<file path="config.mk">
export PLATFORM = sky130hd
export DESIGN_NAME = fp16_to_fp32_chn_arb
export DESIGN_NICKNAME = d
export VERILOG_FILES = /design/src/rtl/fp16_to_fp32_chn_arb.sv
export SDC_FILE = /design/constraint.sdc
export NUM_CORES = 1
export LEC_CHECK = 0
export ABC_AREA = 1
export CORE_ASPECT_RATIO = 1.5
export CORE_MARGIN = 1.5
export CORE_UTILIZATION = 31
export DETAILED_ROUTE_END_ITERATION = 10
export PLACE_DENSITY = 0.85
export SYNTH_ARGS = -nofsm -noshare
export SYNTH_HDL_FRONTEND = slang
export SYNTH_SLANG_ARGS = --single-unit
</file>
<file path="constraint.sdc">
create_clock -name nvdla_core_clk -period 6.27 [get_ports nvdla_core_clk]
set_clock_uncertainty 0.15 [all_clocks]
set_input_delay 1.5675 -clock nvdla_core_clk [delete_from_list [all_inputs] [get_ports nvdla_core_clk]]
set_output_delay 1.5675 -clock nvdla_core_clk [all_outputs]
set_load 0.02 [all_outputs]
</file>
<file path="src/rtl/fp16_to_fp32_chn_arb.sv">
// fp16_to_fp32_chn_arb
// Two-requester round-robin arbiter in front of a shared fp16->fp32
// conversion core. Each accepted operand's requester ID is pushed into an
// in-order tag FIFO; the FIFO head routes each returning result to the
// matching response port. Outstanding work is capped at MAX_OUTSTANDING.
//
// Optional feature macro: FP16_ARB_BURST_EN
//   defined   : a requester keeps priority for up to BURST_LEN consecutive
//               accepts while it holds valid.
//   undefined : priority flips on every accept (strict alternation).
//
// Ports:
//   nvdla_core_clk            clock, rising edge
//   nvdla_core_rst            synchronous active-high reset
//   req0_*/req1_*             requester operand channels (vld/rdy/pd)
//   cvt_in_*                  operand channel to the core (chn_a)
//   cvt_out_*                 result channel from the core
//   rsp0_*/rsp1_*             routed result channels (pd is broadcast)
//   busy                      tag FIFO non-empty
//   err                       sticky: result seen with empty tag FIFO
module fp16_to_fp32_chn_arb #(
    parameter int unsigned PD_IN_W         = 16,
    parameter int unsigned PD_OUT_W        = 32,
    parameter int unsigned MAX_OUTSTANDING = 4,
    parameter int unsigned BURST_LEN       = 4
) (
    input  logic                nvdla_core_clk,
    input  logic                nvdla_core_rst,
    input  logic                req0_vld,
    output logic                req0_rdy,
    input  logic [PD_IN_W-1:0]  req0_pd,
    input  logic                req1_vld,
    output logic                req1_rdy,
    input  logic [PD_IN_W-1:0]  req1_pd,
    output logic                cvt_in_vld,
    input  logic                cvt_in_rdy,
    output logic [PD_IN_W-1:0]  cvt_in_pd,
    input  logic                cvt_out_vld,
    output logic                cvt_out_rdy,
    input  logic [PD_OUT_W-1:0] cvt_out_pd,
    output logic                rsp0_vld,
    input  logic                rsp0_rdy,
    output logic [PD_OUT_W-1:0] rsp0_pd,
    output logic                rsp1_vld,
    input  logic                rsp1_rdy,
    output logic [PD_OUT_W-1:0] rsp1_pd,
    output logic                busy,
    output logic                err
);

    localparam int unsigned AW = (MAX_OUTSTANDING > 1) ? $clog2(MAX_OUTSTANDING) : 1;
    localparam int unsigned CW = $clog2(MAX_OUTSTANDING + 1);
    localparam logic [CW-1:0] FULL_CNT = CW'(MAX_OUTSTANDING);

    logic                       r_prio;
    logic [MAX_OUTSTANDING-1:0] r_tag;
    logic [AW-1:0]              r_wr_ptr;
    logic [AW-1:0]              r_rd_ptr;
    logic [CW-1:0]              r_count;
    logic                       r_err;

    logic w_full;
    logic w_empty;
    logic w_gnt0;
    logic w_gnt1;
    logic w_in_vld;
    logic w_push;
    logic w_head;
    logic w_out_rdy;
    logic w_pop;
    logic w_prio_nxt;

    // full/empty come from the registered count only, so a pop never frees
    // a slot for a push in the same cycle.
    assign w_full  = (r_count == FULL_CNT);
    assign w_empty = (r_count == '0);

    assign w_gnt1   = req1_vld & (~req0_vld | r_prio);
    assign w_gnt0   = req0_vld & (~req1_vld | ~r_prio);
    assign w_in_vld = (req0_vld | req1_vld) & ~w_full;
    assign w_push   = w_in_vld & cvt_in_rdy & ~nvdla_core_rst;

    assign w_head    = r_tag[r_rd_ptr];
    assign w_out_rdy = ~w_empty & (w_head ? rsp1_rdy : rsp0_rdy);
    assign w_pop     = cvt_out_vld & w_out_rdy & ~nvdla_core_rst;

    assign cvt_in_vld  = w_in_vld & ~nvdla_core_rst;
    assign cvt_in_pd   = w_gnt1 ? req1_pd : req0_pd;
    assign req0_rdy    = w_gnt0 & cvt_in_rdy & ~w_full & ~nvdla_core_rst;
    assign req1_rdy    = w_gnt1 & cvt_in_rdy & ~w_full & ~nvdla_core_rst;
    assign cvt_out_rdy = w_out_rdy & ~nvdla_core_rst;
    assign rsp0_vld    = cvt_out_vld & ~w_empty & ~w_head & ~nvdla_core_rst;
    assign rsp1_vld    = cvt_out_vld & ~w_empty & w_head & ~nvdla_core_rst;
    assign rsp0_pd     = cvt_out_pd;
    assign rsp1_pd     = cvt_out_pd;
    assign busy        = ~w_empty & ~nvdla_core_rst;
    assign err         = r_err & ~nvdla_core_rst;

`ifdef FP16_ARB_BURST_EN
    localparam int unsigned BW = $clog2(BURST_LEN + 1);

    logic [BW-1:0] r_burst_cnt;
    logic [BW-1:0] w_burst_nxt;
    logic [BW-1:0] w_burst_inc;

    // The counter tracks consecutive accepts of the current priority holder.
    // An accept by the other side starts a fresh burst for that requester.
    always_comb begin
        w_prio_nxt  = r_prio;
        w_burst_nxt = r_burst_cnt;
        w_burst_inc = '0;
        if (w_push) begin
            w_burst_inc = (w_gnt1 == r_prio) ? r_burst_cnt + BW'(1) : BW'(1);
            if (w_burst_inc >= BW'(BURST_LEN)) begin
                w_prio_nxt  = ~w_gnt1;
                w_burst_nxt = '0;
            end else begin
                w_prio_nxt  = w_gnt1;
                w_burst_nxt = w_burst_inc;
            end
        end else if (!(r_prio ? req1_vld : req0_vld)) begin
            w_burst_nxt = '0;
        end
    end

    always_ff @(posedge nvdla_core_clk) begin
        if (nvdla_core_rst) begin
            r_burst_cnt <= '0;
        end else begin
            r_burst_cnt <= w_burst_nxt;
        end
    end
`else
    always_comb begin
        w_prio_nxt = r_prio;
        if (w_push) begin
            w_prio_nxt = ~w_gnt1;
        end
    end
`endif

    always_ff @(posedge nvdla_core_clk) begin
        if (nvdla_core_rst) begin
            r_prio   <= 1'b0;
            r_tag    <= '0;
            r_wr_ptr <= '0;
            r_rd_ptr <= '0;
            r_count  <= '0;
            r_err    <= 1'b0;
        end else begin
            r_prio <= w_prio_nxt;
            if (w_push) begin
                r_tag[r_wr_ptr] <= w_gnt1;
                r_wr_ptr        <= r_wr_ptr + AW'(1);
            end
            if (w_pop) begin
                r_rd_ptr <= r_rd_ptr + AW'(1);
            end
            case ({w_push, w_pop})
                2'b10:   r_count <= r_count + CW'(1);
                2'b01:   r_count <= r_count - CW'(1);
                default: r_count <= r_count;
            endcase
            if (cvt_out_vld && w_empty) begin
                r_err <= 1'b1;
            end
        end
    end

endmodule

</file>
Yosys cells after proc, flatten, opt, wreduce, memory -nomap -nowiden

Index checks and enable logic that the tools add are counted.

Add/sub/neg operators: 4
Order comparisons: 3
Equal/unequal tests: 3
Mux-type cells: 8
Bitwise gates (word level): 34
Reduce and logical (&&, ||, !) cells: 4

Operators by type and width:

| cell                  | count |
|---|---|
| $and A1 B1 Y1         | 23 |
| $mux W16              | 1 |
| $not A1 Y1            | 8 |
| $lt A2 B3 Y1 const B  | 2 |
| $pmux W3 S2           | 1 |
| $add A2 B1 Y2 const B | 2 |
| $bwmux W4             | 1 |
| $add A3 B1 Y3 const B | 1 |
| $eq A3 B3 Y1 const B  | 1 |
| $logic_not A3 Y1      | 1 |
| $mux W1               | 3 |
| $or A1 B1 Y1          | 3 |
| $sub A3 B1 Y3 const B | 1 |
| $bmux W1 S2           | 1 |
| $demux W1 S2          | 1 |
| $eq A2 B1 Y1 const B  | 1 |
| $eq A2 B2 Y1 const B  | 1 |
| $ge A2 B1 Y1 const B  | 1 |
| $logic_and A1 B1 Y1   | 2 |
| $reduce_bool A2 Y1    | 1 |

Register bits: 13
Input bits: 72
Output and inout port bits: 88
Word-level logic and storage cells: 62

Logic depth before layout (Yosys ltp)

Depth in word-level cells: 8
Mapped depth: 14
Mapped depth without buffers: 14

Worst setup path before layout

No wires, ideal clock.

Path type: input -> output
Start: input port req0_vld
End: output port req1_rdy
Arrival: 2,479 ps
Data required time: 4,552 ps
Setup slack: 2,074 ps
Stages on the path: 6
Path buffers: 1
Cells stage by stage: or2_1 nand2_1 nor2_2 nand2_2 buf_6 nor2_1

Word-level cells in the longest chain between the ends: 6

Ends and longest elaborated chain:

| what                        | line | RTL |
|---|---|---|
| from (decl)                 | 29   | `input logic req0_vld,` |
| $not A1 Y1                  | 78   | `assign w_gnt1 = req1_vld & (~req0_vld \| r_prio);` |
| $or A1 B1 Y1                | 78   |  |
| $and A1 B1 Y1               | 78   |  |
| $and A1 B1 Y1 (3 in series) | 90   | `assign req1_rdy = w_gnt1 & cvt_in_rdy & ~w_full & ~nvdla_core_rst;` |
| to (decl)                   | 33   | `output logic req1_rdy,` |

Every way passes these cells.

Worst setup path after layout

Start: input port req1_vld
End: output port req1_rdy

Word-level cells in the longest chain between the ends: 4

Ends and longest elaborated chain:

| what                        | line | RTL |
|---|---|---|
| from (decl)                 | 32   | `input logic req1_vld,` |
| $and A1 B1 Y1               | 78   |  |
| $and A1 B1 Y1 (3 in series) | 90   |  |

Every way passes these cells.

==> impl_metrics.ini <==
[layout]
layout_commonest_cell = nand2_1
multi_input_area_um2 = 621
drive_gt1_share_pct = 4.80
layout_common_cells = nand2_1, clkdlybuf4s50_1, inv_1
layout.nets = 308
antennaDiodeCount = 0
syn_to_final_growth_pct = 15.9
fin_area_um2 = 1720
seqCellArea_um2 = 260
fill_cells = 500

[worst_hold_path]
holdPathEnd = r_count[0]
worstHoldStart = r_count[0]
hold_path_depth = 1
min-delay-path-class = flop to flop

[synth]
ys_ff_latch = 13
mappedNetlistArea_um2 = 1490
syn_inst = 231
syn_area_per_cell_um2 = 6.43
yosysWarnings = 0
ys_types = 23
yosysSeqAreaShare_pct = 17.5
syn_nets = 309

[critical_path]
r2r-end = r_count[2]
cp_slowest_cell = clkdlybuf4s50_1
reg2reg_depth = 13
cp.required_ps = 4550
crit_chain = clkdlybuf4s50_1 > inv_1 > a21oi_4 > inv_1 > nor2_1 > clkdlybuf4s50_1
crit_path_start_kind = input port
crit_path_max_incr_delay_ps = 630
end_kind = output port
crit_fanout = 21
worstSetupPathType = input port to output port
worst-endpoint-arrival_ps = 3760
r2r_start = r_count[1]
reg2reg_setup_slack_ps = 3870

[run]
maxCapViolations = 0

[grt]
grt_pass1_vias = 1171
grt_max_degree = 22
grtUsageMet3_pct = 7.53
top_usage_layer = met2
grt_usage_pct = 13.5
grt_first_pass_wirelength_mm = 5.36
use_met1_pct = 12.6
grtUsageMet2_pct = 20.5
grt-ovfl-total = 0
antenna_found_initial = 0

[cts]
h-tree-depth = 1
root_buffer = clkbuf_8
cts_tree = built
cts_resized = 0
cts_buffers = 3
cts_num_sinks = 13
cts_max_path_buffers = 2
clkLatencyLatePin_ps = 240
hold_buffers = 0
path_clk_slew_ps = 50
cts_setup_buffers = 0

[floorplanning]
core_um2 = 4580
die_y_um = 87.8
io_pins = 160
die_w_um = 59.5
start_util_pct = 32.5
die_area_um2 = 5230
core.rowCount = 30

[pwr]
ir_drop_mv = 0.0574
power_density_nw_per_um2 = 157
leakage_nw = 0.766

[timing]
slew_violations = 0
max_freq_mhz = 183
min_period_ps = 5480
tns_ps = 0
relSlewSlack_pct = 61.4
final.period_utilization_pct = 87.3
worstMarginPinSlew_ps = 578
finalSetupViolCount = 0
finalHoldViolCount = 0
rsz0062_at_grt = no

[drt]
firstDrtPassIters = 4
via_count = 1228
finalWirelength_mm = 3.30
drt_iter0_drc = 38
wl_per_cell_um = 11.3
drc_errors = 0
vias_per_cell = 4.19
drtAntennaViolNets = 0

[placement]
place.gp.congestion = 0.784
io_buffers = 63
dp_hpwl_mm = 2.83
placed_area_um2 = 1680

[run_status]
status = complete, no violations
[per-stage QoR]
stage	cells	hold WS [ps]	power, mW	util [%]	setup slack [ps]
2_1_floorplan	231	272	0.205	-	2070
3_3_place_gp	289	285	0.198	36.6	804
3_5_place_dp	289	291	0.199	36.6	747
4_1_cts	293	298	0.274	37.6	736
5_1_grt	293	354	0.291	37.6	543
6_report	293	297	0.271	37.6	795
[synth_stat cells (all sizes together)]
cell type	count	share of area, %
a21oi	11	4.5
buf	68	35
clkbuf	1	0.25
dfxtp	13	18
fa	1	1.3
ha	5	4.2
inv	23	5.8
nand2	71	18
nand3	7	2.7
nand3b	1	0.51
nor2	21	7.0
o21ai	6	2.0
o22ai	1	0.42
or2	1	0.42
xor2	1	0.59
[where the power goes]
group | internal, mW | total, mW | switching, mW | leakage, nW
clock | 0.0449 | 0.0739 | 0.0290 | 0.0228
sequential | 0.0875 | 0.0902 | 0.00269 | 0.106
combinational | 0.0546 | 0.107 | 0.0520 | 0.637
[layout make-up]
class / count / area share [%]
clock buffer: 4 / 2.61
inverter: 23 / 5.01
multi-input combinational: 126 / 36.0
sequential: 13 / 15.1
tap: 64 / 4.65
timing repair buffer: 63 / 36.6
[state kept, by name, summed over array words and instances (netlist names)]
signal    cells
r_tag         4
r_err         1
r_prio        1
r_count       3
r_wr_ptr      2
r_rd_ptr      2
[critical path: cells and delay by family]
kind | cells | cell delay (ps)
AO/OA/AOI/OAI | 1 | 400
buffers and inverters | 4 | 1580
AND/OR/NAND/NOR | 1 | 200
[routing by layer]
| layer | routed length (µm) | part of all wire [%] | vias up |
|---|---|---|---|
| met5 | 0 | 0 | - |
| met3 | 607 | 18 | 31 |
| met2 | 1460 | 44 | 75 |
| met4 | 252 | 7.6 | 0 |
| li1 | - | - | 633 |
| met1 | 979 | 30 | 489 |
[worst max-delay path by stage]
stage | start | to | slack [ps] | cells after the start
2_1_floorplan | req0_vld | req1_rdy | 2070 | 6
3_3_place_gp | req1_vld | req1_rdy | 800 | 6
3_5_place_dp | req1_vld | req1_rdy | 750 | 6
4_1_cts | req1_vld | req1_rdy | 740 | 6
5_1_grt | req1_vld | req1_rdy | 540 | 6
6_report | req1_vld | req1_rdy | 790 | 6
[logic make-up after synthesis]
group,Yosys count,share of synthesized area [%]
AO/OA/AOI/OAI,18,6.90
flip-flops,13,17.5
XOR/XNOR,1,0.589
adder cells (fa/ha/maj),6,5.56
AND/OR/NAND/NOR,101,28.7
buffers and inverters,92,40.7
(Power assumes the default switching activity.)
